**src/rtl/ctrl_pkg.sv**
```systemverilog
// Shared encodings for the multi-cycle MIPS subset control path: state codes,
// instruction fields, ALU operations, datapath mux selects and the control word.
package ctrl_pkg;

  // Explicit encodings so the debug state output matches the documented numbering.
  typedef enum logic [3:0] {
    S_FETCH     = 4'd0,
    S_DECODE    = 4'd1,
    S_MEM_ADDR  = 4'd2,
    S_MEM_READ  = 4'd3,
    S_MEM_WB    = 4'd4,
    S_MEM_WRITE = 4'd5,
    S_R_EXEC    = 4'd6,
    S_R_WB      = 4'd7,
    S_BRANCH    = 4'd8,
    S_JUMP      = 4'd9,
    S_I_EXEC    = 4'd10,
    S_I_WB      = 4'd11
  } state_t;

  // Opcodes, instr[31:26].
  localparam logic [5:0] OP_RTYPE = 6'h00;
  localparam logic [5:0] OP_LW    = 6'h23;
  localparam logic [5:0] OP_SW    = 6'h2B;
  localparam logic [5:0] OP_BEQ   = 6'h04;
  localparam logic [5:0] OP_J     = 6'h02;
  localparam logic [5:0] OP_ADDI  = 6'h08;

  // R-type function codes, instr[5:0].
  localparam logic [5:0] FN_ADD = 6'h20;
  localparam logic [5:0] FN_SUB = 6'h22;
  localparam logic [5:0] FN_AND = 6'h24;
  localparam logic [5:0] FN_OR  = 6'h25;
  localparam logic [5:0] FN_SLT = 6'h2A;

  // ALU32Bit operation codes.
  localparam logic [2:0] ALU_AND = 3'd0;
  localparam logic [2:0] ALU_OR  = 3'd1;
  localparam logic [2:0] ALU_ADD = 3'd2;
  localparam logic [2:0] ALU_SUB = 3'd6;
  localparam logic [2:0] ALU_SLT = 3'd7;

  // ALU B operand select.
  localparam logic [1:0] SRCB_REG     = 2'd0;
  localparam logic [1:0] SRCB_FOUR    = 2'd1;
  localparam logic [1:0] SRCB_IMM     = 2'd2;
  localparam logic [1:0] SRCB_IMM_SHL = 2'd3;

  // Next-PC source select.
  localparam logic [1:0] PCSRC_ALU    = 2'd0;
  localparam logic [1:0] PCSRC_ALUOUT = 2'd1;
  localparam logic [1:0] PCSRC_JUMP   = 2'd2;

  // One state's worth of datapath control. All-zero is the idle/reset word.
  typedef struct packed {
    logic       pc_write;
    logic       pc_write_cond;
    logic       iord;
    logic       mem_read;
    logic       mem_write;
    logic       ir_write;
    logic       reg_dst;
    logic       mem_to_reg;
    logic       reg_write;
    logic       alu_src_a;
    logic [1:0] alu_src_b;
    logic [1:0] pc_source;
    logic [2:0] alu_op;
    logic       instr_done;
    logic       illegal;
  } ctrl_t;

endpackage

```
**src/rtl/alu_op_decoder.sv**
```systemverilog
// Maps an R-type funct field to the ALU32Bit operation and flags unsupported codes.
module alu_op_decoder
  import ctrl_pkg::*;
(
  input  logic [5:0] funct,
  output logic [2:0] aluOp,
  output logic       valid
);

  // Pure lookup; unsupported funct returns AND with valid low.
  always_comb begin
    // NOTE: every output gets a default before the case so no path leaves it
    // unassigned, which would otherwise infer a latch.
    aluOp = ALU_AND;
    valid = 1'b1;
    case (funct)
      FN_ADD:  aluOp = ALU_ADD;
      FN_SUB:  aluOp = ALU_SUB;
      FN_AND:  aluOp = ALU_AND;
      FN_OR:   aluOp = ALU_OR;
      FN_SLT:  aluOp = ALU_SLT;
      default: valid = 1'b0;
    endcase
  end

endmodule

```
**src/rtl/multi_cycle_control.sv**
```systemverilog
// Moore control FSM for the multi-cycle MIPS subset datapath. Sequences each
// instruction through its states, emits all selects/enables and counts
// retired instructions.
module multi_cycle_control
  import ctrl_pkg::*;
(
  input  logic        clock,
  input  logic        reset,
  input  logic [5:0]  opcode,
  input  logic [5:0]  funct,
  input  logic        zero,
  output logic        pcEn,
  output logic        iorD,
  output logic        memRead,
  output logic        memWrite,
  output logic        irWrite,
  output logic        regDst,
  output logic        memToReg,
  output logic        regWrite,
  output logic        aluSrcA,
  output logic [1:0]  aluSrcB,
  output logic [1:0]  pcSource,
  output logic [2:0]  aluOp,
  output logic [3:0]  state,
  output logic        instrDone,
  output logic        illegal,
  output logic [31:0] instrCount
);

  state_t      state_q;
  state_t      next_state;
  ctrl_t       ctrl;
  ctrl_t       ctrl_g;
  logic [2:0]  funct_alu_op;
  logic        funct_valid;
  logic [31:0] instr_count_q;

  alu_op_decoder u_alu_op_decoder (
    .funct (funct),
    .aluOp (funct_alu_op),
    .valid (funct_valid)
  );

  // State register and retired-instruction counter; reset aborts any instruction in flight.
  always_ff @(posedge clock) begin
    // NOTE: sequential state uses non-blocking assignments so every register
    // samples the pre-edge values regardless of statement order.
    if (!reset) begin
      state_q       <= S_FETCH;
      instr_count_q <= '0;
    end else begin
      state_q <= next_state;
      if (ctrl_g.instr_done) begin
        instr_count_q <= instr_count_q + 32'd1;
      end
    end
  end

  // Next-state and control word decode from the current state.
  always_comb begin
    ctrl       = '0;
    next_state = S_FETCH;
    case (state_q)
      S_FETCH: begin
        ctrl.mem_read  = 1'b1;
        ctrl.iord      = 1'b0;
        ctrl.alu_src_a = 1'b0;
        ctrl.alu_src_b = SRCB_FOUR;
        ctrl.alu_op    = ALU_ADD;
        ctrl.pc_source = PCSRC_ALU;
        ctrl.pc_write  = 1'b1;
        next_state     = S_DECODE;
      end
      S_DECODE: begin
        // Speculatively form the branch target in ALUOut while decoding.
        ctrl.ir_write  = 1'b1;
        ctrl.alu_src_a = 1'b0;
        ctrl.alu_src_b = SRCB_IMM_SHL;
        ctrl.alu_op    = ALU_ADD;
        case (opcode)
          OP_LW, OP_SW: next_state = S_MEM_ADDR;
          OP_RTYPE: begin
            if (funct_valid) begin
              next_state = S_R_EXEC;
            end else begin
              ctrl.illegal = 1'b1;
            end
          end
          OP_BEQ:  next_state = S_BRANCH;
          OP_J:    next_state = S_JUMP;
          OP_ADDI: next_state = S_I_EXEC;
          default: ctrl.illegal = 1'b1;
        endcase
      end
      S_MEM_ADDR: begin
        ctrl.alu_src_a = 1'b1;
        ctrl.alu_src_b = SRCB_IMM;
        ctrl.alu_op    = ALU_ADD;
        next_state     = (opcode == OP_LW) ? S_MEM_READ : S_MEM_WRITE;
      end
      S_MEM_READ: begin
        ctrl.mem_read = 1'b1;
        ctrl.iord     = 1'b1;
        next_state    = S_MEM_WB;
      end
      S_MEM_WB: begin
        ctrl.reg_write  = 1'b1;
        ctrl.mem_to_reg = 1'b1;
        ctrl.reg_dst    = 1'b0;
        ctrl.instr_done = 1'b1;
      end
      S_MEM_WRITE: begin
        ctrl.mem_write  = 1'b1;
        ctrl.iord       = 1'b1;
        ctrl.instr_done = 1'b1;
      end
      S_R_EXEC: begin
        ctrl.alu_src_a = 1'b1;
        ctrl.alu_src_b = SRCB_REG;
        ctrl.alu_op    = funct_alu_op;
        next_state     = S_R_WB;
      end
      S_R_WB: begin
        ctrl.reg_write  = 1'b1;
        ctrl.reg_dst    = 1'b1;
        ctrl.mem_to_reg = 1'b0;
        ctrl.instr_done = 1'b1;
      end
      S_BRANCH: begin
        ctrl.alu_src_a     = 1'b1;
        ctrl.alu_src_b     = SRCB_REG;
        ctrl.alu_op        = ALU_SUB;
        ctrl.pc_write_cond = 1'b1;
        ctrl.pc_source     = PCSRC_ALUOUT;
        ctrl.instr_done    = 1'b1;
      end
      S_JUMP: begin
        ctrl.pc_write   = 1'b1;
        ctrl.pc_source  = PCSRC_JUMP;
        ctrl.instr_done = 1'b1;
      end
      S_I_EXEC: begin
        ctrl.alu_src_a = 1'b1;
        ctrl.alu_src_b = SRCB_IMM;
        ctrl.alu_op    = ALU_ADD;
        next_state     = S_I_WB;
      end
      S_I_WB: begin
        ctrl.reg_write  = 1'b1;
        ctrl.reg_dst    = 1'b0;
        ctrl.mem_to_reg = 1'b0;
        ctrl.instr_done = 1'b1;
      end
      default: begin
        // Unused encodings emit nothing and recover to FETCH.
        next_state = S_FETCH;
      end
    endcase
  end

  // While reset is low every output is driven idle, independent of the state register.
  always_comb begin
    ctrl_g = reset ? ctrl : '0;
  end

  assign pcEn       = ctrl_g.pc_write | (ctrl_g.pc_write_cond & zero);
  assign iorD       = ctrl_g.iord;
  assign memRead    = ctrl_g.mem_read;
  assign memWrite   = ctrl_g.mem_write;
  assign irWrite    = ctrl_g.ir_write;
  assign regDst     = ctrl_g.reg_dst;
  assign memToReg   = ctrl_g.mem_to_reg;
  assign regWrite   = ctrl_g.reg_write;
  assign aluSrcA    = ctrl_g.alu_src_a;
  assign aluSrcB    = ctrl_g.alu_src_b;
  assign pcSource   = ctrl_g.pc_source;
  assign aluOp      = ctrl_g.alu_op;
  assign instrDone  = ctrl_g.instr_done;
  assign illegal    = ctrl_g.illegal;
  assign state      = state_q;
  assign instrCount = instr_count_q;

endmodule

```
**config.mk**
```make
export PLATFORM = sky130hd
export DESIGN_NAME = multi_cycle_control
export DESIGN_NICKNAME = d
export VERILOG_FILES = /design/src/rtl/ctrl_pkg.sv /design/src/rtl/alu_op_decoder.sv /design/src/rtl/multi_cycle_control.sv
export SDC_FILE = /design/constraint.sdc
export NUM_CORES = 1
export LEC_CHECK = 0
export CAP_MARGIN = 20
export CELL_PAD_IN_SITES_DETAIL_PLACEMENT = 0
export CELL_PAD_IN_SITES_GLOBAL_PLACEMENT = 1
export CORE_ASPECT_RATIO = 2
export CORE_MARGIN = 5
export CORE_UTILIZATION = 37
export CTS_BUF_LIST = sky130_fd_sc_hd__clkbuf_8
export DETAILED_ROUTE_END_ITERATION = 8
export PLACE_DENSITY = 0.88
export SYNTH_ARGS = -nofsm -noshare
export SYNTH_HDL_FRONTEND = slang
export SYNTH_HIERARCHICAL = 1
export SYNTH_SLANG_ARGS = --single-unit
```
**constraint.sdc**
```tcl
create_clock -name clock -period 4.4 [get_ports clock]
set_input_delay 1.1 -clock clock [delete_from_list [all_inputs] [get_ports clock]]
set_output_delay 1.1 -clock clock [all_outputs]
set_load 0.01 [all_outputs]
```
# Word level (Yosys, flattened, before mapping)
# Index checks and enable logic that the tools add are counted.
dict set report word_totals {
  register_bits 36
  latchBits 0
  ramBits 0
  romBits 0
  inputBits 15
  out_inout_bits 54
  wordCells 59
  memories 0
}
dict set report op_classes {
  addsub 1
  mul 0
  div_mod_pow 0
  n_lt_le_gt_ge 0
  n_eq_ne 21
  n_shift 0
  mux 21
  n_bitwise 2
  reduce_logical 12
}
# operator n
set ops {}
lappend ops {{$eq A6 B6 Y1 const B} 7}
lappend ops {{$add A32 B1 Y32 const B} 1}
lappend ops {{$pmux W3 S4} 2}
lappend ops {{$pmux W4 S6} 1}
lappend ops {{$pmux W4 S5} 1}
lappend ops {{$mux W19} 1}
lappend ops {{$pmux W3 S3} 2}
lappend ops {{$eq A4 B3 Y1 const B} 4}
lappend ops {{$eq A4 B4 Y1 const B} 4}
lappend ops {{$reduce_or A2 Y1} 6}
lappend ops {{$mux W1} 10}
lappend ops {{$reduce_or A5 Y1} 2}
lappend ops {{$eq A4 B2 Y1 const B} 2}
lappend ops {{$eq A6 B2 Y1 const B} 1}
lappend ops {{$eq A6 B3 Y1 const B} 1}
lappend ops {{$eq A6 B4 Y1 const B} 1}
lappend ops {{$logic_not A6 Y1} 1}
lappend ops {{$mux W3} 2}
lappend ops {{$reduce_or A6 Y1} 1}
lappend ops {{$eq A4 B1 Y1 const B} 1}
lappend ops {{$logic_not A4 Y1} 1}
lappend ops {{$pmux W2 S2} 1}
lappend ops {{$reduce_or A4 Y1} 1}
lappend ops {{$pmux W1 S2} 1}
lappend ops {{other kinds (2)} 2}

# Longest topological paths before layout
# Gate-level depths: netlist of the first run.
dict set report depth {
  ltp_word 9
  depth_mapped 7
  ltp_nobuf 5
}

# Modules after synthesis
# The synthesis of the first run kept the hierarchy.
# module n_inst cells_per_inst area_per_inst_um2 seq_area_each_um2
set by_module_without_submodules {}
lappend by_module_without_submodules {multi_cycle_control 1 281 2148.3 720.7}
lappend by_module_without_submodules {alu_op_decoder 1 9 71.3 0.0}

# Worst setup path after synthesis of the first run
# Ideal clock, no wire load.
dict set report synth_path {
  kind {input port to output port}
  start {input reset}
  end {output pcEn}
  t_arrival_ps 2159
  t_required_ps 3300
  path_slack_ps 1141
  path_stages 4
  n_path_buf 2
  path_cell_list {clkbuf_1 -> clkbuf_1 -> nand2_1 -> nor4_1}
}
dict set report synth_between {
  elab_chain_cells 3
}
# element line_no
set synth_rtl {}
lappend synth_rtl {{start, declared} multi_cycle_control.sv:8} ;# input logic reset,
lappend synth_rtl {{$mux W19 (*)} multi_cycle_control.sv:163} ;# ctrl_g = reset ? ctrl : '0;
lappend synth_rtl {{$and A1 B1 Y1} multi_cycle_control.sv:166} ;# assign pcEn = ctrl_g.pc_write | (ctrl_g.pc_write_cond & zero);
lappend synth_rtl {{$or A1 B1 Y1 (*)} multi_cycle_control.sv:166}
lappend synth_rtl {{end, declared} multi_cycle_control.sv:12} ;# output logic pcEn,
# Every way passes the cells marked *; elsewhere a longest branch is shown, timed or not.

# Final worst setup path of the first run
dict set report layout_path {
  start {input funct[4]}
  end {output illegal}
}
dict set report layout_between {
  elab_chain_cells 7
  word_cells_on_any_way 11
  cone_classes {eq/ne (5); mux (5); reduce/logical (1)}
}
# element line_no
set layout_rtl {}
lappend layout_rtl {{start, declared} multi_cycle_control.sv:10} ;# input logic [5:0] funct,
lappend layout_rtl {{$eq A6 B6 Y1} alu_op_decoder.sv:16} ;# case (funct)
lappend layout_rtl {{$reduce_or A5 Y1 (no line) (*)} n/a}
lappend layout_rtl {{$mux W1 (*)} alu_op_decoder.sv:16}
lappend layout_rtl {{via funct_valid} multi_cycle_control.sv:35} ;# logic funct_valid;
lappend layout_rtl {{$mux W1 (*)} multi_cycle_control.sv:83} ;# if (funct_valid) begin
lappend layout_rtl {{$pmux W1 S2 (*)} multi_cycle_control.sv:80} ;# case (opcode)
lappend layout_rtl {{$mux W1 (*)} multi_cycle_control.sv:63} ;# case (state_q)
lappend layout_rtl {{$mux W19 (*)} multi_cycle_control.sv:163}
lappend layout_rtl {{end, declared} multi_cycle_control.sv:26} ;# output logic illegal,
# Mark *: on every way through the listed nets, which the timed path passes. The rest lies on a longest branch.

==> results.py, run 1 <==
metrics = {
    "outcome": {
        "status": "finished clean",
    },
    "sta": {
        "fin_ws_ns": 0.2331,
        "tightest_slew_ns": 0.7893,
        "grt_setup_unrepaired": "no",
        "fin_crit_sh_pct": 94.70,
        "worst_hold_slack_ns": 0.4778,
        "hold_viol_final": 0,
        "worst_clock_skew_ns": 0.01087,
        "slew_violations": 0,
        "slew_headroom_pct": 47.00,
        "min_period_ns": 4.167,
        "fmax_ghz": 0.2400,
        "setup-tns-final_ns": 0,
        "setup-violations-final": 0,
    },
    "synthesis": {
        "synth_commonest_cells": "36 x dfxtp_1, 36 x nand2_1, 24 x nor2_1, 21 x nor4_1, 18 x nand2b_1",
        "ys_ff_latch": 36,
        "seq_area_frac_synth_pct": 32.47,
        "synthDistinctLibCells": 40,
        "synth_area_leaders": "dfxtp_1 32%, mux2i_1 7.7%, nand2_1 6.1%, nor4_1 5.9%, nand2b_1 5.1%",
        "synth_top_area_share_pct": 32.47,
        "async_reset_ff_share_pct": 0,
        "syn_area_per_cell_um2": 7.654,
        "yosysWarnings": 6,
        "synth_edf_count": 0,
        "synth_nets": 306,
        "yosys_most_used_dff": "dfxtp_1",
        "synth_area_leader_cell": "dfxtp_1",
        "syn_inst": 290,
        "syn_area_mm2": 0.002220,
    },
    "setup_path": {
        "reg2reg_slack_ns": 1.90,
        "path_max_fanout": 4,
        "crit_type": "primary input to output pin",
        "end_kind": "output pin",
        "crit_arrival_ns": 3.07,
        "start_kind": "primary input",
        "critPathRequiredTime_ns": 3.30,
    },
    "cts": {
        "cts_root_buffer": "clkbuf_8",
        "post_cts_resized": 0,
        "numCtsBuffers": 5,
        "clock_sinks": 36,
        "postCtsHoldBufs": 0,
        "cts_setup_buffers": 0,
        "tritoncts": "built",
        "htreeDepth": 2,
        "insertion_delay_ns": 0.29,
        "clk_pin_slew_ns": 0.07,
        "clk_path_buf_depth": 2,
    },
    "final_layout": {
        "antenna_cells": 0,
        "nNetsFinal": 363,
        "layout-drive-gt1-share_pct": 4.023,
        "register_area_um2": 720.7,
        "finalInstanceArea_mm2": 0.003037,
        "syn_to_final_growth_pct": 36.81,
        "multi_input_area_mm2": 0.001374,
        "fillers": 608,
        "final_util_pct": 51.42,
    },
    "global_route": {
        "grt_pass1_wl_um": 9880,
        "grt_use_total_pct": 15.45,
        "overflow": 0,
        "grt_antenna_before_repair": 0,
        "grt_pass1_vias": 2171,
        "grt_max_degree": 37,
    },
    "floorplanning": {
        "ios": 69,
        "die_h_um": 119.5,
        "fp.dieW_um": 64.77,
        "design.die.area_mm2": 0.007742,
        "start_util_pct": 37.58,
        "coreArea_mm2": 0.005906,
        "num_rows": 40,
    },
    "route": {
        "vias": 2324,
        "ant_nets": 0,
        "routedWlPerCell_um": 14.70,
        "drc": 0,
        "dr.pass1.iters": 4,
        "finalWirelength_um": 6043,
        "drt_iter0_markers": 163,
        "via_per_inst": 5.655,
    },
    "place": {
        "gp_congestion": 0.8229,
        "place_hpwl_um": 4312,
        "port_buffers": 68,
        "place_area_mm2": 0.002925,
        "pre_cts_ws_ns": 0.2681,
    },
    "power": {
        "leakage_nw": 0.9446,
        "power_density_mw_per_mm2": 226.9,
        "ir_drop_mv": 0.1842,
    },
    "job": {
        "cap_violations": 0,
    },
    "worst_hold_path": {
        "hold_path_class": "flop to flop",
    },
}
## worst max-delay path: stages
cell and delay (ns):
clkdlybuf4s50_1 0.40, nand2b_1 0.19, a2111oi_1 0.51, nand4b_1 0.23, nand2_1 0.13, nor3_1 0.05
clkdlybuf4s50_1 0.48
## cells in the final DEF, fill, tap and decap left out, drive strengths merged, types with 2 or more instances in the layout
| cell type | count |
|---|---|
| or4 | 5 |
| and4 | 5 |
| xor2 | 2 |
| o211ai | 2 |
| a31oi | 2 |
| buf | 4 |
| o31ai | 5 |
| o21a | 2 |
| nor2 | 24 |
| nand3 | 12 |
| nand4b | 2 |
| nor4 | 22 |
| clkdlybuf4s50 | 68 |
| nand2b | 18 |
| clkbuf | 5 |
| nor4b | 5 |
| a21oi | 14 |
| inv | 9 |
| nand4 | 6 |
| nand4bb | 2 |
| dfxtp | 36 |
| nand2 | 36 |
| nor2b | 5 |
| xnor2 | 7 |
| nor3 | 10 |
| mux2i | 17 |
| or3 | 5 |
| o21ai | 5 |
## cell families (layout without fill, tap and decap cells)
logic type | Yosys count | count (layout) | share of synthesized area [%]
xor gates and xnor gates | 9 | 9 | 3.551
muxes | 17 | 17 | 7.666
AOI/OAI and AO/OA | 36 | 36 | 10.43
adders and majority gates | 1 | 1 | 0.5636
buffers and inverters | 31 | 89 | 5.637
DFF | 36 | 36 | 32.47
and+or+nand+nor | 160 | 160 | 39.69
## flip-flops by register name (all words and copies together) (netlist names)
name	cells
instrCount	32
state	4
## area by class of cell
type | count | area share (%)
Multi-Input combinational cell | 223 | 45.24
Timing Repair Buffer | 72 | 23.65
Inverter | 9 | 1.112
Clock buffer | 5 | 2.266
Clock inverter | 3 | 1.401
Sequential cell | 36 | 23.73
Tap cell | 63 | 2.596
## through the flow
| step | cells | power [mW] |
|---|---|---|
| finish | 411 | 0.6889 |
| global placement | 402 | 0.4001 |
| global route | 411 | 0.7167 |
| CTS | 411 | 0.6977 |
| detailed placement | 403 | 0.4012 |
| floorplan | 290 | 0.3682 |
## path summary, 6_finish.rpt
check / startpoint / endpoint / depth (start not counted)
worst max-delay path: funct[4] / illegal / 7
worst min-delay path: instrCount[31] / instrCount[31] / 2
worst max register to register: state[3] / instrCount[31] / 4
worst min register to register: instrCount[31] / instrCount[31] / 2
## power breakdown
group / switching [mW] / internal (mW) / leakage, nW
registers: 0.00382 / 0.327 / 0.290
logic: 0.0317 / 0.0318 / 0.600
clock network: 0.127 / 0.168 / 0.0541
total: 0.163 / 0.526 / 0.945
## layer usage
metal	wire length, um	GRT usage, %	up-vias
met5	0	0	-
met4	57	3.974	0
met3	384	3.558	6
met2	2913	26.81	64
met1	2687	18.82	1087
li1	-	-	1167
Note: power is estimated with default switching activity, not from simulation.
==> inputs of run 2 (changes only) <==
--- a/config.mk
+++ b/config.mk
@@ -14,6 +14,7 @@
 export CTS_BUF_LIST = sky130_fd_sc_hd__clkbuf_8
 export DETAILED_ROUTE_END_ITERATION = 8
 export PLACE_DENSITY = 0.88
+export SLEW_MARGIN = 20
 export SYNTH_ARGS = -nofsm -noshare
 export SYNTH_HDL_FRONTEND = slang
 export SYNTH_HIERARCHICAL = 1
==> run 2 against run 1 <==
Die area unchanged. Count of clock-buffer cells in the layout unchanged. Critical endpoint unchanged. Total power decreased by 0.85%. Highest routed layer unchanged. Utilization decreased by 0.13 points. Largest cell class unchanged. Combinational power about the same. Fmax increased by 0.69%. Routed wire length decreased by 0.91%. Sequential power about the same. Sequential cell count unchanged.
==> results.py, run 2 (synthesized netlist as in run 1, its figures left out) <==
metrics = {
    "sta": {
        "setup-tns-final_ns": 0,
        "grt_setup_unrepaired": "no",
        "setup-violations-final": 0,
        "slew_violations": 0,
        "fin_crit_sh_pct": 94.05,
        "min_period_ns": 4.138,
        "fmax_ghz": 0.2417,
        "tightest_slew_ns": 0.7977,
        "hold_viol_final": 0,
        "worst_clock_skew_ns": 0.008585,
        "slew_headroom_pct": 46.44,
    },
    "worst_hold_path": {
        "whs_path_depth": 2,
        "min_to": "instrCount[31]",
        "hold_path_class": "flop to flop",
        "worstHoldStart": "instrCount[31]",
    },
    "setup_path": {
        "crit_arrival_ns": 3.04,
        "end_kind": "output pin",
        "rr_worst_depth": 4,
        "crit_type": "primary input to output pin",
        "path_max_fanout": 4,
        "r2r_start": "state[3]",
        "start_kind": "primary input",
        "r2r-end": "instrCount[31]",
        "reg2reg_slack_ns": 1.88,
        "critPathRequiredTime_ns": 3.30,
    },
    "power": {
        "pwr-share-clk_pct": 42.4,
        "p_total_uw": 683.1,
        "p_switching_uw": 158.8,
        "power_frac_comb_pct": 9.2,
        "leakage_nw": 0.9480,
        "switching_share_pct": 23.24,
        "seqPwrFrac_pct": 48.4,
        "ir_drop_mv": 0.1974,
        "power_density_mw_per_mm2": 225.5,
        "p_int_uw": 524.3,
    },
    "route": {
        "routedWlPerCell_um": 14.57,
        "vias": 2319,
        "drt_iter0_markers": 210,
        "ant_nets": 0,
        "finalWirelength_um": 5988,
        "via_per_inst": 5.642,
        "drc": 0,
        "dr.pass1.iters": 4,
    },
    "global_route": {
        "grt_pass1_vias": 2178,
        "grt_antenna_before_repair": 0,
        "grt_max_degree": 37,
        "overflow": 0,
        "grt_pass1_wl_um": 10140,
        "grt_use_total_pct": 15.95,
    },
    "final_layout": {
        "antenna_cells": 0,
        "largest_reg_flops": 32,
        "layout-drive-gt1-share_pct": 3.736,
        "nNetsFinal": 363,
        "syn_to_final_growth_pct": 36.47,
        "final_cell_mix": "68 x clkdlybuf4s50_1, 36 x nand2_1, 36 x dfxtp_1, 24 x nor2_1, 21 x nor4_1",
        "fillers": 602,
        "final_util_pct": 51.29,
        "layout_commonest_cell": "clkdlybuf4s50_1",
    },
    "floorplanning": {
        "design.die.area_mm2": 0.007742,
        "fp.dieW_um": 64.77,
        "coreArea_mm2": 0.005906,
        "ios": 69,
        "die_h_um": 119.5,
        "num_rows": 40,
        "start_util_pct": 37.58,
    },
    "cts": {
        "insertion_delay_ns": 0.29,
        "post_cts_resized": 0,
        "postCtsHoldBufs": 0,
        "clk_pin_slew_ns": 0.07,
        "cts_setup_buffers": 0,
        "clock_sinks": 36,
        "cts_root_buffer": "clkbuf_8",
        "numCtsBuffers": 5,
        "clk_path_buf_depth": 2,
        "htreeDepth": 2,
        "tritoncts": "built",
    },
    "place": {
        "gp_congestion": 0.8229,
        "port_buffers": 68,
        "place_hpwl_um": 4300,
    },
    "outcome": {
        "status": "finished clean",
    },
    "job": {
        "cap_violations": 0,
    },
}
==> run 2: changes by cell type in the layout (fill, tap and decap cells not counted) <==
cell	previous run	this run
clkinvlp_4	1	0
inv_1	9	10
buf_6	0	1
buf_8	1	0
==> run 2: routing by layer <==
| metal | wire length, um | GRT usage, % | vias up |
|---|---|---|---|
| met4 | 85 | 5.166 | 0 |
| met1 | 2718 | 20.11 | 1077 |
| met5 | 0 | 0 | - |
| met3 | 375 | 4.494 | 7 |
| met2 | 2809 | 25.85 | 73 |
| li1 | - | - | 1162 |
==> run 2: through the flow <==
| step | setup slack, ns | instances | cell area, um2 | hold WS, ns |
|---|---|---|---|---|
| floorplan | 1.141 | 290 | 2220 | 0.4863 |
| global placement | 0.3062 | 402 | 2910 | 0.4542 |
| detailed placement | 0.2799 | 403 | 2922 | 0.4729 |
| CTS | 0.2638 | 411 | 3029 | 0.4842 |
| global route | 0.1691 | 411 | 3029 | 0.4936 |
| finish | 0.2619 | 411 | 3029 | 0.4772 |
==> run 2: cell type report <==
type                            instances  area [um2]  area share [%]
Inverter                                9       33.78           1.115
Tap cell                               63       78.83           2.602
Sequential cell                        36       720.7           23.79
Clock buffer                            5       68.82           2.272
Multi-Input combinational cell        223        1374           45.35
Timing Repair Buffer                   72       714.4           23.59
Clock inverter                          3       38.79           1.280
==> run 2: worst max-delay path by stage <==
stage | from | end | slack, ns | cells past startpoint
finish | funct[4] | illegal | 0.26 | 7
global route | funct[4] | illegal | 0.17 | 7
CTS | funct[4] | illegal | 0.26 | 7
detailed placement | funct[4] | illegal | 0.28 | 7
global placement | funct[4] | illegal | 0.31 | 7
floorplan | reset | pcEn | 1.14 | 4
==> run 2: power by group through the flow <==
stage / Sequential, mW / Clock, mW / Combinational [mW]
3_3_place_gp: 0.338 / 0 / 0.0622
2_1_floorplan: 0.336 / 0 / 0.0324
6_report: 0.330 / 0.290 / 0.0631
4_1_cts: 0.330 / 0.298 / 0.0635
3_5_place_dp: 0.338 / 0 / 0.0632
5_1_grt: 0.331 / 0.314 / 0.0690
==> run 2: critical path, stage by stage <==
cell and delay (ns):
clkdlybuf4s50_1 0.40, nand2b_1 0.19, a2111oi_1 0.50, nand4b_1 0.21
nand2_1 0.12, nor3_1 0.05, clkdlybuf4s50_1 0.48
==> inputs of run 3 (changes only) <==
--- a/config.mk
+++ b/config.mk
@@ -10,10 +10,10 @@
 export CELL_PAD_IN_SITES_GLOBAL_PLACEMENT = 1
 export CORE_ASPECT_RATIO = 2
 export CORE_MARGIN = 5
-export CORE_UTILIZATION = 37
+export CORE_UTILIZATION = 34
 export CTS_BUF_LIST = sky130_fd_sc_hd__clkbuf_8
 export DETAILED_ROUTE_END_ITERATION = 8
-export PLACE_DENSITY = 0.88
+export PLACE_DENSITY = 0.82
 export SLEW_MARGIN = 20
 export SYNTH_ARGS = -nofsm -noshare
 export SYNTH_HDL_FRONTEND = slang
==> constraint.sdc (replaced) <==
create_clock -name clock -period 4.05 [get_ports clock]
set_input_delay 1.0125 -clock clock [delete_from_list [all_inputs] [get_ports clock]]
set_output_delay 1.0125 -clock clock [all_outputs]
set_load 0.01 [all_outputs]
==> run 3 against run 2 <==
Worst hold slack worse by 0.0039 ns. Sequential share of layout area down 0.45 points. Final cell count increased by 6.6%. Register-to-register slack got worse by 0.43 ns. Largest power group unchanged.
==> results.py, run 3 (synthesized netlist as in run 1, its figures left out) <==
metrics = {
    "sta": {
        "min_period_ns": 3.921,
        "fin_crit_sh_pct": 96.83,
        "grt_setup_unrepaired": "yes",
        "fmax_ghz": 0.2550,
        "slew_violations": 0,
        "tightest_slew_ns": 0.7462,
        "worst_clock_skew_ns": 0.01009,
        "hold_viol_final": 0,
        "slew_headroom_pct": 49.90,
        "setup-violations-final": 0,
        "setup-tns-final_ns": 0,
    },
    "final_layout": {
        "final_cell_mix": "68 x clkdlybuf4s50_1, 36 x nand2_1, 36 x dfxtp_1, 24 x nor2_1, 21 x nor4_1",
        "layout_commonest_cell": "clkdlybuf4s50_1",
        "largest_reg_flops": 32,
        "fillers": 666,
        "layout-drive-gt1-share_pct": 5.114,
        "syn_to_final_growth_pct": 39.12,
        "final_util_pct": 48.54,
        "nNetsFinal": 367,
        "antenna_cells": 0,
    },
    "cts": {
        "clk_pin_slew_ns": 0.07,
        "insertion_delay_ns": 0.28,
        "postCtsHoldBufs": 0,
        "clock_sinks": 36,
        "cts_setup_buffers": 0,
        "tritoncts": "built",
        "numCtsBuffers": 5,
        "cts_root_buffer": "clkbuf_8",
        "clk_path_buf_depth": 2,
        "htreeDepth": 2,
    },
    "setup_path": {
        "crit_arrival_ns": 2.91,
        "start_kind": "primary input",
        "critPathRequiredTime_ns": 3.04,
        "path_max_fanout": 3,
        "end_kind": "output pin",
        "crit_type": "primary input to output pin",
    },
    "worst_hold_path": {
        "hold_path_class": "flop to flop",
    },
    "route": {
        "drc": 0,
        "vias": 2353,
        "drt_iter0_markers": 136,
        "dr.pass1.iters": 4,
        "ant_nets": 0,
        "via_per_inst": 5.372,
        "routedWlPerCell_um": 14.62,
        "finalWirelength_um": 6404,
    },
    "floorplanning": {
        "coreArea_mm2": 0.006361,
        "num_rows": 41,
        "ios": 69,
        "design.die.area_mm2": 0.008342,
        "fp.dieW_um": 67.13,
        "die_h_um": 124.3,
        "start_util_pct": 34.89,
    },
    "power": {
        "ir_drop_mv": 0.1549,
        "power_density_mw_per_mm2": 240.7,
        "leakage_nw": 0.9605,
    },
    "global_route": {
        "grt_use_total_pct": 15.55,
        "grt_pass1_vias": 2271,
        "grt_pass1_wl_um": 10460,
        "grt_antenna_before_repair": 0,
        "grt_max_degree": 30,
        "overflow": 0,
    },
    "outcome": {
        "status": "finished clean",
    },
    "place": {
        "port_buffers": 68,
        "place_hpwl_um": 4827,
        "gp_congestion": 0.8511,
    },
    "job": {
        "cap_violations": 0,
    },
}
-- run 3: cell count changes in the layout (fill, tap and decap cells not counted) --
cell,previous run,this run
clkinvlp_4,0,1
buf_6,1,0
buf_4,3,8
inv_1,10,9
-- run 3: final cells by class --
cell class | count | area [um2] | area share, %
clock buffer | 5 | 68.82 | 2.229
clock inverter | 3 | 42.54 | 1.378
inverter | 9 | 33.78 | 1.094
multi-input combinational | 223 | 1374 | 44.49
sequential | 36 | 720.7 | 23.34
tap | 86 | 107.6 | 3.485
timing repair buffer | 76 | 740.7 | 23.99
-- run 3: per-stage QoR --
step	worst slack [ns]	instance area, um2	power [mW]	hold slack, ns	cells
3_5_place_dp	0.1256	2977	0.4402	0.4641	430
3_3_place_gp	0.1045	2977	0.4397	0.4535	430
6_report	0.1286	3088	0.7432	0.4733	438
5_1_grt	-0.02813	3088	0.7733	0.5130	438
2_1_floorplan	0.9659	2220	0.4000	0.4863	290
4_1_cts	0.1102	3088	0.7564	0.4791	438
-- run 3: worst max-delay path, stage by stage --
cell and delay (ns):
clkdlybuf4s50_1 0.38, nand2b_1 0.15, buf_4 0.14, nor4_1 0.25
a31oi_1 0.13, o32a_1 0.20, nor2_1 0.09, clkdlybuf4s50_1 0.54
-- run 3: worst paths after layout --
| path | startpoint | end | slack [ns] | cells past startpoint |
|---|---|---|---|---|
| worst min-delay path | instrCount[31] | instrCount[31] | 0.47 | 2 |
| worst max register to register | state[3] | instrCount[12] | 1.45 | 4 |
| worst max-delay path | funct[4] | aluOp[1] | 0.13 | 8 |
| worst min register to register | instrCount[31] | instrCount[31] | 0.47 | 2 |
-- run 3: metal layers --
layer	up-vias	routed length, um	global-route usage [%]	part of all wire [%]
met5	-	0	0	0
met4	0	106	5.502	1.7
met3	8	338	2.888	5.3
met2	68	3590	29.41	56
met1	1113	2370	15.99	37
li1	1164	-	-	-
-- run 3: repair_timing --
item | CTS | global route
endpoints found under the setup margin | 0 | 2
gates resized for setup | 0 | 0
hold endpoints to repair | 0 | 0
-- run 3: power by group --
group          leakage [nW]  total, mW  internal [mW]  switching [mW]
combinational         0.616     0.0724         0.0369          0.0356
sequential            0.290      0.359          0.355         0.00453
clock                0.0541      0.311          0.182           0.129
